File: src/rtl/mem_io_bridge.sv
// Memory-stage bus fabric: DMEM routing, GPIO, seven-segment scan, factorial accelerator FSM.
// Optional leading-zero blanking on the display with IO_BRIDGE_ZERO_BLANK_EN.
module mem_io_bridge #(
  parameter logic [31:0] DMEM_TOP    = 32'h0000_07FF,
  parameter int unsigned REFRESH_DIV = 50000,
  parameter int unsigned FACT_MAX_N  = 12
) (
  input  logic        clk,
  input  logic        reset,
  input  logic [31:0] addr,
  input  logic [31:0] wdata,
  input  logic        we,
  output logic [31:0] rdata,
  output logic        dmem_we,
  input  logic [31:0] dmem_rdata,
  input  logic [31:0] gpio_in,
  output logic [31:0] gpio_out,
  output logic        fact_start,
  output logic [3:0]  fact_n,
  input  logic        fact_done,
  input  logic [31:0] fact_result,
  output logic [7:0]  seven_seg,
  output logic [3:0]  seg_select
);

  localparam int unsigned CW = $clog2(REFRESH_DIV);

  typedef enum logic [1:0] {
    S_IDLE,
    S_START,
    S_BUSY
  } state_t;

  state_t r_state, w_state_nxt;

  logic [31:0]   r_gpio_out;
  logic [3:0]    r_fact_n;
  logic [15:0]   r_seg;
  logic [31:0]   r_result;
  logic          r_done;
  logic          r_err;
  logic [CW-1:0] r_cnt;
  logic [1:0]    r_digit;

  logic [31:0] w_word;
  logic        w_dmem_sel;
  logic        w_io_we;
  logic        w_busy;
  logic        w_go;
  logic        w_n_bad;
  logic        w_accept;
  logic        w_reject;
  logic        w_capture;
  logic [3:0]  w_nib;
  logic [7:0]  w_glyph;
  logic        w_blank;

  assign w_word     = {addr[31:2], 2'b00};
  assign w_dmem_sel = (addr <= DMEM_TOP);
  assign dmem_we    = we & w_dmem_sel;
  // DMEM wins any overlap with the I/O window
  assign w_io_we    = we & ~w_dmem_sel;
  assign w_busy     = (r_state != S_IDLE);
  assign w_go       = w_io_we && (w_word == 32'h804) && wdata[0];
  assign w_n_bad    = (32'(r_fact_n) > FACT_MAX_N);

  assign gpio_out   = r_gpio_out;
  assign fact_n     = r_fact_n;
  assign fact_start = (r_state == S_START);

  always_comb begin
    w_state_nxt = r_state;
    w_accept    = 1'b0;
    w_reject    = 1'b0;
    w_capture   = 1'b0;
    unique case (r_state)
      S_IDLE: begin
        if (w_go) begin
          if (w_n_bad) begin
            w_reject = 1'b1;
          end else begin
            w_accept    = 1'b1;
            w_state_nxt = S_START;
          end
        end
      end
      S_START: w_state_nxt = S_BUSY;
      S_BUSY: begin
        if (fact_done) begin
          w_capture   = 1'b1;
          w_state_nxt = S_IDLE;
        end
      end
      default: w_state_nxt = S_IDLE;
    endcase
  end

  always_ff @(posedge clk) begin
    if (reset) begin
      r_state  <= S_IDLE;
      r_done   <= 1'b0;
      r_err    <= 1'b0;
      r_result <= '0;
    end else begin
      r_state <= w_state_nxt;
      if (w_accept) begin
        r_done <= 1'b0;
        r_err  <= 1'b0;
      end
      if (w_reject) begin
        r_done <= 1'b0;
        r_err  <= 1'b1;
      end
      if (w_capture) begin
        r_result <= fact_result;
        r_done   <= 1'b1;
      end
    end
  end

  always_ff @(posedge clk) begin
    if (reset) begin
      r_gpio_out <= '0;
      r_fact_n   <= '0;
      r_seg      <= '0;
    end else begin
      if (w_io_we && w_word == 32'h904) r_gpio_out <= wdata;
      if (w_io_we && w_word == 32'h908) r_seg <= wdata[15:0];
      // operand frozen while the accelerator owns it
      if (w_io_we && w_word == 32'h800 && !w_busy)
        r_fact_n <= wdata[3:0];
    end
  end

  always_comb begin
    rdata = '0;
    if (w_dmem_sel) begin
      rdata = dmem_rdata;
    end else begin
      unique case (w_word)
        32'h800: rdata = {28'b0, r_fact_n};
        32'h808: rdata = {29'b0, r_err, w_busy, r_done};
        32'h80C: rdata = r_result;
        32'h900: rdata = gpio_in;
        32'h904: rdata = r_gpio_out;
        32'h908: rdata = {16'b0, r_seg};
        default: rdata = '0;
      endcase
    end
  end

  always_ff @(posedge clk) begin
    if (reset) begin
      r_cnt   <= '0;
      r_digit <= '0;
    end else if (r_cnt == CW'(REFRESH_DIV - 1)) begin
      r_cnt   <= '0;
      r_digit <= r_digit + 2'd1;
    end else begin
      r_cnt <= r_cnt + 1'b1;
    end
  end

  assign w_nib = r_seg[{r_digit, 2'b00} +: 4];

  always_comb begin
    w_glyph = 8'hFF;
    unique case (w_nib)
      4'h0: w_glyph = 8'hC0;
      4'h1: w_glyph = 8'hF9;
      4'h2: w_glyph = 8'hA4;
      4'h3: w_glyph = 8'hB0;
      4'h4: w_glyph = 8'h99;
      4'h5: w_glyph = 8'h92;
      4'h6: w_glyph = 8'h82;
      4'h7: w_glyph = 8'hF8;
      4'h8: w_glyph = 8'h80;
      4'h9: w_glyph = 8'h90;
      4'hA: w_glyph = 8'h88;
      4'hB: w_glyph = 8'h83;
      4'hC: w_glyph = 8'hC6;
      4'hD: w_glyph = 8'hA1;
      4'hE: w_glyph = 8'h86;
      4'hF: w_glyph = 8'h8E;
      default: w_glyph = 8'hFF;
    endcase
  end

`ifdef IO_BRIDGE_ZERO_BLANK_EN
  always_comb begin
    w_blank = 1'b0;
    unique case (r_digit)
      2'd0: w_blank = 1'b0;
      2'd1: w_blank = (r_seg[15:4] == '0);
      2'd2: w_blank = (r_seg[15:8] == '0);
      2'd3: w_blank = (r_seg[15:12] == '0);
      default: w_blank = 1'b0;
    endcase
  end
`else
  assign w_blank = 1'b0;
`endif

  assign seven_seg  = w_blank ? 8'hFF : w_glyph;
  assign seg_select = ~(4'b0001 << r_digit);

endmodule

File: config.mk
export PLATFORM = sky130hd
export DESIGN_NAME = mem_io_bridge
export DESIGN_NICKNAME = d
export VERILOG_FILES = /design/src/rtl/mem_io_bridge.sv
export SDC_FILE = /design/constraint.sdc
export NUM_CORES = 1
export LEC_CHECK = 0
export BUFFER_PORTS_ARGS = -buffer_cell sky130_fd_sc_hd__buf_4
export CAP_MARGIN = 5
export CORE_MARGIN = 2
export CORE_UTILIZATION = 52
export CTS_CLUSTER_DIAMETER = 120
export DETAILED_ROUTE_END_ITERATION = 10
export GPL_ROUTABILITY_DRIVEN = 0
export HOLD_SLACK_MARGIN = 0.05
export PLACE_DENSITY = 0.95
export SYNTH_ARGS = -nofsm -noshare
export SYNTH_HDL_FRONTEND = slang
export SYNTH_SLANG_ARGS = --single-unit
File: constraint.sdc
create_clock -name clk -period 5.5 [get_ports clk]
set_input_delay 0.275 -clock clk [delete_from_list [all_inputs] [get_ports clk]]
set_output_delay 0.275 -clock clk [all_outputs]
set_load 0.005 [all_outputs]
==> After elaboration in Yosys (flattened, before gate mapping) <==
Memories as Yosys holds them, arrays and structs flattened.
Cells that the tools add are included.
{ "word_totals": {"ff_bits": 106, "rom_bits": 112, "in_bits": 164, "out_inout_bits": 82, "word_cells": 64, "n_memories": 1} }
{ "classes": {"addsub": 2, "order_cmp": 2, "n_eq_ne": 13, "n_shift": 2, "n_mux": 18, "bitwise": 4, "reduce_logical": 13} }
{ "memory_table": {"columns": ["name", "depth", "width", "read_ports", "rd_clocked_by_memory_dff", "wr", "line_no", "source"], "rows": [
  ["(name not given)", 16, 7, 1, 0, 0, "168", "unique case (w_nib)"]
]} }
{ "ops": {"columns": ["operator", "n"], "rows": [
  ["== test 30 x 10 -> 1 bit (second input constant)", 7],
  ["case mux 32 bit (6 select lines)", 1],
  ["<= comparator 32 x 11 -> 1 bit (second input constant)", 1],
  ["2-to-1 mux 32 bit", 1],
  ["adder 16 x 1 -> 16 bit (second input constant)", 1],
  ["== test 16 bit (second input constant)", 1],
  ["variable part select 16 x 5 -> 4 bit", 1],
  ["2-to-1 mux 1 bit", 12],
  ["logical AND 1 bit", 6],
  ["2-to-1 mux 2 bit", 3],
  ["inequality test 2 bit (second input constant)", 3],
  ["case mux 2 bit (3 select lines)", 1],
  ["greater-than comparator 4 bit (second input constant)", 1],
  ["inverter 4 bit", 1],
  ["nonzero test 2 bit", 2],
  ["left shift 1 x 2 -> 4 bit (first input constant)", 1],
  ["AND reduction 3 bit", 1],
  ["nonzero test 3 bit", 1],
  ["adder 2 x 1 -> 2 bit (second input constant)", 1],
  ["bitwise AND 1 bit", 2],
  ["== test 2 x 1 -> 1 bit (second input constant)", 1],
  ["== test 2 bit (second input constant)", 1],
  ["zero test 2 bit", 1],
  ["OR reduction 2 bit", 1],
  ["other kinds (2)", 2]
]} }

==> Logic depth before layout (Yosys ltp) <==
Gate-level depths: netlist of run 1.
{ "depth": {"depth_word": 10, "mapped_depth": 9, "depth_no_buf": 6} }

==> Worst setup path before layout of run 1 <==
OpenSTA, ideal clock, no wires.
{ "synth_timing": {"kind": "input-to-output", "start": "input addr[3]", "end": "output rdata[16]", "arrival_time_ns": 2.033, "required_time_ns": 5.225, "setup_slack_ns": 3.192, "stages": 7, "n_path_buf": 2, "cell_sequence": "clkbuf_1 > nor4_1 > and2_1 > clkbuf_1 > a22oi_1 > nor2_1 > a221o_1"} }
{ "synth_between": {"elab_chain_cells": 3, "word_cells_on_any_way": 9, "classes_between": "1 x order compare; 6 x eq/ne; 2 x mux"} }
{ "synth_rtl": {"columns": ["element", "line_no", "source"], "rows": [
  ["start, declared", "10", "input logic [31:0] addr,"],
  ["branches (longest 2 deep; another with <= comparator 32 x 11 -> 1 bit)", null, null],
  ["2-to-1 mux 32 bit *", "137", "if (w_dmem_sel) begin"],
  ["end, declared", "13", "output logic [31:0] rdata,"]
]} }
Mark *: on every way between the ends.

==> Worst setup path after layout of run 1 <==
{ "layout_timing": {"start": "input addr[3]", "end": "register r_gpio_out[31], in the netlist gpio_out[31]"} }
{ "layout_between": {"elab_chain_cells": 4, "word_cells_on_any_way": 5, "classes_between": "1 x order compare; 1 x eq/ne; 2 x bitwise; 1 x reduce/logical"} }
{ "layout_rtl": {"columns": ["element", "line_no", "source"], "rows": [
  ["<= comparator 32 x 11 -> 1 bit", "59", "assign w_dmem_sel = (addr <= DMEM_TOP);"],
  ["inverter 1 bit", "62", "assign w_io_we = we & ~w_dmem_sel;"],
  ["bitwise AND 1 bit", "62", null],
  ["logical AND 1 bit *", "127", "if (w_io_we && w_word == 32'h904) r_gpio_out <= wdata;"],
  ["end signal, assigned", "127", null],
  ["end, declared", "36", "logic [31:0] r_gpio_out;"]
]} }
Mark *: on every way between the ends. The rest lies on a longest branch, timed or not.
A chain may end at the register's enable or synchronous reset.

==> flow_metrics.tcl, run 1 <==
set metrics [dict create \
    status "completed" \
    grt.met2_usage 0.5044 \
    post_cts_buffers 0 \
    start_kind "primary input" \
    routedWlPerCell_microns 18.14 \
    start_util 0.5340 \
    switching_share 0.2250 \
    cp_num_buf_inv 2 \
    ys.flop_type "dfxtp_1" \
    dieArea_sq_um 11990 \
    p_seq_frac 0.544 \
    vias 5932 \
    p_comb_frac 0.108 \
    cts_resized 0 \
    cts_tree "yes" \
    ys_seq_elements 106 \
    powerDensity_nw_per_um2 180.7 \
    rows 38 \
    crit_type "in -> reg" \
    slowest_stage "and3b_2" \
    io_buffers 242 \
    synthesis.nets 850 \
    die_h_microns 109.5 \
    fin_nets 1061 \
    synth_area_sq_um 5789 \
    ctsHoldBuffers 0 \
    place_hpwl_microns 13680 \
    ys_top_cells_by_area "dfxtp_1, mux2i_1, nand2b_1, nand2_1, nor2_1" \
    tns_ps 0 \
    path_cells "buf_4, nor4b_2, buf_4, and2_1, nor3b_2, and3b_2, mux2i_1" \
    drc 0 \
    dpl.cell_count 1014 \
    clock-root-buffer "clkbuf_8" \
    cts.path.max_buffers 2 \
    yosys.area.top_type "dfxtp_1" \
    met1_usage 0.3649 \
    synth-edff-count 0 \
    slowest_delay_ps 1090 \
    hold_class "in -> reg" \
    arrival_ps 3590 \
    h-tree-depth 3 \
    critical_path.top_delay_family "simple AND/OR/NAND/NOR gates" \
    ir_drop_uv 109.8 \
    slew_violations 0 \
    cp.required_ps 5780 \
    routed_via_density 5.759 \
    core_area_sq_um 10840 \
    use_met3 0.06402 \
    cap_violations 0 \
    grt_busiest_layer "met2" \
    areaGrowthSynthToFinish_pct 35.31 \
    syn_area_per_cell_sq_um 8.577 \
    dr.pass1.iters 5 \
    synth.yosys.seq_area_share 0.3665 \
    grt_antenna_before_repair 0 \
    setup_viol 0 \
    grt_max_degree 125 \
    cts.clk_slew.worst_paths_ps 100 \
    chipWidth_microns 109.5 \
    yosysWarnings 0 \
    ant_nets 0 \
    pwr-share-clk 0.348 \
    grt_pass1_wl_microns 27440 \
    slew_headroom 0.2526 \
    drive_gt1_frac 0.3281 \
    rsz0062_at_grt "no" \
    worstMarginPinSlew_ps 1121 \
    drt-total-wl_microns 18680 \
    finalHoldViolations 0 \
    path_max_fanout 32 \
    insertion_delay_ps 360 \
    endpoint_kind "flop" \
    p_leak_nw 3.281 \
    period_share 0.6025 \
    worst_path_most_repeated_cell "buf_4" \
    regArea_sq_um 2122 \
    diodes 0 \
    multiInputGateArea_sq_um 3423 \
    gr-total-overflow 0 \
    switching_power_w 0.0003185 \
    track_usage 0.2969 \
    intPower_w 0.001097 \
    cts_inserted_buffers 9 \
    grt_pass1_vias 5438 \
    synth_top_area_frac 0.3665 \
    io_pins 246 \
    fin_util 0.7226 \
    ys_types 51 \
    layout_min_cycle_time_ps 3314 \
    async_flop_share 0 \
    fillers 825 \
    fmax_mhz 301.8 \
    synthCells 675 \
    drt_iter0_drc 538 \
    final_cells 1030 \
    cts_sinks 106 \
    finClkSkew_ps 9.125 \
]
[through the flow]
stage / hold WS [ps] / worst slack [ps] / area [sq um] / total power [W]
floorplan: 411.0 / 3192 / 5789 / 0.0008378
global placement: 441.2 / 1963 / 7624 / 0.0009365
detailed placement: 444.9 / 1900 / 7624 / 0.0009393
CTS: 136.1 / 2257 / 7826 / 0.001418
global route: 144.7 / 2049 / 7834 / 0.001463
finish: 144.7 / 2186 / 7834 / 0.001416
[power by group through the flow]
stage	Clock (W)	Combinational [W]	Sequential (W)
2_1_floorplan	0	0.0000498	0.000788
3_3_place_gp	0	0.000148	0.000788
3_5_place_dp	0	0.000151	0.000788
4_1_cts	0.000496	0.000151	0.000771
5_1_grt	0.000529	0.000163	0.000771
6_report	0.000493	0.000153	0.000771
[cells in the mapped netlist, drive strengths merged, types with 4 or more instances]
library cell / count
dfxtp: 106
nand2: 98
nand2b: 83
mux2i: 64
nor2: 57
a21oi: 41
clkbuf: 39
a221o: 19
a22oi: 18
ha: 11
inv: 11
mux2: 11
nor3: 11
nor4: 11
buf: 10
nand3: 9
a222oi: 8
xor2: 8
xnor2: 7
nor3b: 6
mux4: 5
o22ai: 5
nand4: 4
o21ai: 4
[worst paths after layout]
kind / to / depth (start not counted) / from / slack, ps
setup / recovery: gpio_out[31]$_SDFFE_PP0P_ / 7 / addr[3] / 2190
setup reg to reg: fact_n[3]$_SDFFE_PP0P_ / 5 / r_state[1]$_SDFFE_PP0P_ / 3540
hold reg to reg: r_result[3]$_SDFFE_PP0P_ / 2 / r_result[3]$_SDFFE_PP0P_ / 460
hold / removal: r_result[31]$_SDFFE_PP0P_ / 3 / fact_result[31] / 140
[worst register-to-register path, stage by stage, from the launching register on]
cell and delay, ps:
dfxtp_1 350, nor2_1 180, nand3_1 120, nor4_1 810, mux2i_1 280, nor2_1 60
[state kept, by name, summed over array words and instances (netlist names)]
signal,flops
gpio_out,32
r_result,32
r_cnt,16
r_seg,16
fact_n,4
r_digit,2
r_state,2
r_done,1
r_err,1
[layer usage]
| metal | vias to the layer above | share of wire |
|---|---|---|
| met3 | 43 | 0.096 |
| li1 | 2768 | - |
| met5 | - | 0 |
| met1 | 2805 | 0.38 |
| met4 | 0 | 0.024 |
| met2 | 316 | 0.50 |
[placed cells by master (no fill, tap or decap), types with 8 or more instances in the layout]
cell type and count:
nor3_1 10, mux2_2 11, a221o_1 19, inv_1 11, dfxtp_1 106, ha_1 11
nand2_1 98, buf_4 249, nor2_1 57, a222oi_1 8, nand2b_1 83, a21oi_1 41
xor2_1 8, clkbuf_8 11, mux2i_1 64, a22oi_1 18
[cell type report]
class,instances,area share
Sequential cell,106,0.2709
Multi-Input combinational cell,509,0.4370
Timing Repair Buffer,249,0.2386
Inverter,11,0.005271
Clock inverter,4,0.006548
Clock buffer,11,0.01933
Tap cell,140,0.02236
[cells by family after synthesis]
kind of cell    share of synthesized area
flops                              0.3665
simple gates                       0.2622
other cells                     0.0006477
xor+xnor                          0.02269
mux                                0.1515
fa+ha+maj                         0.02377
compound gates                     0.1271
buf+inv                           0.04560
Power figures use the tool's default switching activity.
==> run 2, diff against run 1 <==
Settings changed: CORE_UTILIZATION 52 to 48, PLACE_DENSITY 0.95 to 0.9.
Clock period 5.5 ns to 3.1 ns, I/O delays scaled along.
==> run 2 against run 1 <==
  * Sequential share of layout area fell by 0.74 points
  * Combinational power grew 85%
  * Clock power up 120%
  * Worst setup slack worse by 1800 ps
  * Sequential cell count did not move
  * Wire length is 2.4% higher
  * Via count increased by 0.64%
  * Clock skew down 0.67 ps
  * Cell area rose by 2.8%
  * Sequential power increased by 78%
  * Largest cell class unchanged
==> flow_metrics.tcl, run 2 (same netlist as run 1, synthesis figures left out) <==
set metrics [dict create \
    status "completed" \
    insertion_delay_ps 340 \
    grt_max_degree 91 \
    cts.clk_slew.worst_paths_ps 80 \
    cts_tree "yes" \
    report.power.total_w 0.002738 \
    drive_gt1_frac 0.3300 \
    routed_via_density 5.670 \
    dieArea_sq_um 12960 \
    drt_iter0_drc 635 \
    vias 5970 \
    dpl_cell_area_sq_um 7692 \
    diodes 0 \
    fmax_mhz 369.2 \
    mostFrequentLayoutCells "buf_4, dfxtp_1, nand2_1" \
    setup_viol 0 \
    cp_num_buf_inv 2 \
    cp.depth 5 \
    h-tree-depth 3 \
    slowest_stage "mux4_2" \
    finalHoldViolations 0 \
    rrSetupSlack_ps 1240 \
    slowest_delay_ps 640 \
    worstMarginPinSlew_ps 1092 \
    gr-total-overflow 0 \
    grt_pass1_wl_microns 29300 \
    fin_nets 1077 \
    slew_headroom 0.2718 \
    rsz0062_at_grt "no" \
    crit_type "reg -> out" \
    hold_depth 3 \
    chipWidth_microns 113.8 \
    worst_path_most_repeated_cell "mux4_2" \
    cap_violations 0 \
    cp.required_ps 2940 \
    critical_path.top_delay_family "multiplexers" \
    drc 0 \
    start_util 0.4860 \
    slew_violations 0 \
    final_area_sq_um 8055 \
    finClkSkew_ps 8.453 \
    ff2ff_path_depth 5 \
    routedWlPerCell_microns 18.17 \
    dr.pass1.iters 5 \
    tns_ps 0 \
    grt_pass1_vias 5714 \
    hold_class "in -> reg" \
    rows 40 \
    final_common_cell "buf_4" \
    track_usage 0.2874 \
    ant_nets 0 \
    core_area_sq_um 11910 \
    drt-total-wl_microns 19130 \
    path_cells "mux4_2, inv_1, ha_1, mux4_2, buf_4" \
    die_h_microns 113.8 \
    path_max_fanout 7 \
    cts_sinks 106 \
    endpoint_kind "primary output" \
    p_leak_nw 3.385 \
    cts_inserted_buffers 9 \
    final_cells 1053 \
    period_share 0.8738 \
    post_cts_buffers 0 \
    io_pins 246 \
    powerDensity_nw_per_um2 339.9 \
    io_buffers 242 \
    clock-root-buffer "clkbuf_16" \
    start_kind "flop" \
    cts.path.max_buffers 2 \
    dpl.cell_count 1029 \
    place_hpwl_microns 13780 \
    fin_util 0.6763 \
    areaGrowthSynthToFinish_pct 39.14 \
    grt_antenna_before_repair 0 \
    fillers 957 \
    layout_min_cycle_time_ps 2709 \
    ir_drop_uv 263.7 \
    arrival_ps 2550 \
]
[run 2: changes by cell type in the layout (fill, tap and decap cells not counted), sizes merged]
cell,previous run,this run
buf,249,256
bufinv,1,0
clkbuf,11,9
clkinv,2,1
dlygate4sd3,0,9
inv,11,15
[run 2: final timing paths]
kind	from	to
hold reg to reg	r_result[11]$_SDFFE_PP0P_	r_result[11]$_SDFFE_PP0P_
setup reg to reg	r_cnt[0]$_SDFF_PP0_	r_cnt[5]$_SDFF_PP0_
setup / recovery	r_digit[0]$_SDFFE_PP0P_	seven_seg[3]
hold / removal	fact_result[24]	r_result[24]$_SDFFE_PP0P_
[run 2: tightest hold or removal path, stage by stage]
cell and delay (ps):
buf_4 110, nand2_1 50, a21oi_1 50
[run 2: where the power goes]
group	switching, W	internal, W
logic	0.000106	0.000177
clock network	0.000536	0.000552
registers	0.00000320	0.00136
total	0.000645	0.00209
[run 2: final cells by class]
cell class                 count  area (sq um)  share of cell area
multi-input combinational    509          3423              0.4250
sequential                   106          2122              0.2634
timing repair buffer         265          2012              0.2498
clock buffer                   9         225.2             0.02796
tap                          147         183.9             0.02283
clock inverter                 6         47.55            0.005902
inverter                      11         41.29            0.005126
[run 2: routing by layer]
layer  share of wire  global-route usage  vias up
li1                -                   -     2811
met1            0.38              0.3454     2781
met2            0.50              0.4966      334
met3           0.093             0.06057       44
met4           0.030              0.1260        0
met5               0                   0        -
[run 2: repair_timing]
| item | in CTS | in global routing |
|---|---|---|
| gates resized for setup | 0 | 0 |
| hold buffers | 9 | 0 |
| hold endpoints to repair | 9 | 0 |
| setup endpoints to repair | 0 | 0 |
[run 2: stage by stage]
step                setup WS (ps)  hold WS [ps]
floorplan                   916.7         291.0
global placement            597.6         400.3
detailed placement          482.9         410.5
CTS                         364.5         50.04
global route                269.3         51.47
finish                      391.1         55.25
==> run 3, diff against run 2 <==
Settings changed: ABC_AREA from default to 1, CORE_UTILIZATION 48 to 49, PLACE_DENSITY 0.9 to 0.91.
==> run 3 against run 2 <==
  * Clock power is 8% higher
  * Combinational power decreased by 8.8%
  * Critical path depth increased by 2
  * Die area up 0.55%
  * Cell count rose by 23%
  * Power up 2.5%
  * Count of clock-buffer cells in the layout rose by 3
  * Sequential share of layout area fell by 0.60 points
  * Sequential power about the same
  * Wire length fell by 0.42%
  * Maximum frequency rose by 3.3%
  * Synthesized cell count up 33%
==> flow_metrics.tcl, run 3 <==
set metrics [dict create \
    layout_min_cycle_time_ps 2622 \
    mostFrequentLayoutCells "buf_4, nand2_1, nor2_1" \
    grt_pass1_vias 6257 \
    synth-simple-area-share 0.3381 \
    place_hpwl_microns 13620 \
    synth_top_area_frac 0.3571 \
    cts.clk_slew.worst_paths_ps 70 \
    powerDensity_nw_per_um2 340.3 \
    min_to "gpio_out[21]$_SDFFE_PP0P_" \
    vias 6722 \
    track_usage 0.2838 \
    ir_drop_uv 230.6 \
    arrival_ps 2470 \
    start_util 0.4989 \
    status "completed" \
    worstReg2RegStart "r_state[1]$_SDFFE_PP0P_" \
    routed_via_density 5.211 \
    synth_area_sq_um 5943 \
    hold_class "in -> reg" \
    rsz0062_at_grt "no" \
    grt_antenna_before_repair 0 \
    synth_commonest_cells "nand2_1, nor2_1, dfxtp_1, inv_1, o21ai_0" \
    cts_inserted_buffers 9 \
    path_max_fanout 12 \
    grt_pass1_wl_microns 29570 \
    p_leak_nw 3.892 \
    final_common_cell "buf_4" \
    hold_depth 3 \
    synth_xor_area_frac 0.005895 \
    worstMarginPinSlew_ps 893.0 \
    finalHoldViolations 0 \
    ant_nets 0 \
    synth_top_family_by_area "simple AND/OR/NAND/NOR gates" \
    hp-start "wdata[21]" \
    synthesis.nets 1076 \
    cts_tree "yes" \
    syn_area_per_cell_sq_um 6.596 \
    fin_nets 1314 \
    yosys.area.top_type "dfxtp_1" \
    rows 40 \
    drc 0 \
    core_area_sq_um 11910 \
    synth-edff-count 0 \
    crit_type "reg -> out" \
    cts.path.max_buffers 2 \
    clock-root-buffer "clkbuf_16" \
    fillers 1023 \
    yosysWarnings 0 \
    areaGrowthSynthToFinish_pct 38.69 \
    io_buffers 242 \
    post_cts_buffers 0 \
    drive_gt1_frac 0.2843 \
    die_h_microns 114.1 \
    cts_sinks 106 \
    diodes 0 \
    endpoint_kind "primary output" \
    rr_endpoint "r_result[17]$_SDFFE_PP0P_" \
    report.power.total_w 0.002805 \
    dieArea_sq_um 13030 \
    yosys.area_share.adder 0.02316 \
    ys.flop_type "dfxtp_1" \
    rrSetupSlack_ps 1090 \
    synthCells 901 \
    ys_seq_elements 106 \
    fin_util 0.6920 \
    synthMuxAreaShare 0 \
    async_flop_share 0 \
    insertion_delay_ps 340 \
    synth.most_common_cell "nand2_1" \
    routedWlPerCell_microns 14.77 \
    dr.pass1.iters 6 \
    finClkSkew_ps 5.264 \
    ys_types 38 \
    ys_top_cells_by_area "dfxtp_1, nand2_1, nor2_1, o21ai_0, inv_1" \
    drt_iter0_drc 387 \
    chipWidth_microns 114.1 \
    tns_ps 0 \
    cp.required_ps 2940 \
    h-tree-depth 3 \
    slew_headroom 0.4040 \
    fmax_mhz 381.4 \
    io_pins 246 \
    ff2ff_path_depth 4 \
    setup_viol 0 \
    synth.yosys.seq_area_share 0.3571 \
    drt-total-wl_microns 19050 \
    cap_violations 0 \
    grt_max_degree 89 \
    period_share 0.8457 \
    start_kind "flop" \
    gr-total-overflow 0 \
    slew_violations 0 \
    synth_compound_area_frac 0.1634 \
]
run 3: cell types whose count changed after synthesis, sizes merged, moves of 13 or more:
cell / previous run / this run
nor2: 57 / 190
nand2: 98 / 208
o21ai: 4 / 111
inv: 11 / 103
nand2b: 83 / 0
mux2i: 64 / 0
nand3: 9 / 36
clkbuf: 39 / 18
a221o: 19 / 0
a22oi: 18 / 0
o2111ai: 0 / 16
buf: 10 / 23
run 3: per-stage QoR:
step	setup WS [ps]	hold slack (ps)	cells	area, sq um
after floorplan	1288	224.1	901	5943
after global placement	956.9	351.1	1254	7720
after detailed placement	887.9	355.6	1254	7720
after CTS	520.8	51.79	1290	8243
after global routing	326.4	59.40	1290	8243
final	478.4	60.95	1290	8243
run 3: area by class of cell:
type / count / area [sq um] / area share
multi-input combinational: 650 / 3162 / 0.3836
sequential: 106 / 2122 / 0.2574
timing repair buffer: 268 / 2064 / 0.2505
inverter: 104 / 397.9 / 0.04827
clock buffer: 12 / 266.5 / 0.03233
tap: 147 / 183.9 / 0.02231
clock inverter: 3 / 46.29 / 0.005616
run 3: cell families (layout without fill, tap and decap cells):
kind of cell / after synthesis / in the layout
flip-flops: 106 / 106
XOR/XNOR: 4 / 4
buffers and inverters: 145 / 387
other: 1 / 1
adder cells (fa/ha/maj): 11 / 11
AND/OR/NAND/NOR: 455 / 455
AO/OA/AOI/OAI: 179 / 179
run 3: metal layers:
| metal | up-vias | share of wire | track usage |
|---|---|---|---|
| met5 | - | 0 | 0 |
| met4 | 0 | 0.047 | 0.1463 |
| met3 | 53 | 0.079 | 0.04923 |
| met2 | 322 | 0.47 | 0.4829 |
| met1 | 3010 | 0.40 | 0.3444 |
| li1 | 3337 | - | - |
run 3: power breakdown:
| group | internal [W] | total [W] | switching, W |
|---|---|---|---|
| Clock | 0.000691 | 0.00118 | 0.000491 |
| Combinational | 0.000163 | 0.000258 | 0.0000943 |
| Sequential | 0.00136 | 0.00137 | 0.00000206 |
run 3: worst max-delay path by stage:
stage / startpoint / end / slack [ps] / depth (start not counted)
after floorplan: r_digit[0]$_SDFFE_PP0P_ / seven_seg[1] / 1290 / 8
after global placement: addr[12] / rdata[17] / 960 / 9
after detailed placement: r_digit[0]$_SDFFE_PP0P_ / seven_seg[1] / 890 / 7
after CTS: r_digit[0]$_SDFFE_PP0P_ / seven_seg[1] / 520 / 7
after global routing: r_digit[1]$_SDFFE_PP0P_ / seven_seg[2] / 330 / 9
final: r_digit[0]$_SDFFE_PP0P_ / seven_seg[1] / 480 / 7
run 3: repair_timing:
item	CTS	global route
resized for setup	0	0
hold endpoints to repair	25	0
hold buffers	21	0
run 3: critical path, stage by stage, from the launching register on:
cell	delay [ps]
dfxtp_1	530
inv_2	190
o21ai_0	280
nand2_1	200
ha_1	330
o21ai_0	240
a21boi_0	230
buf_4	140
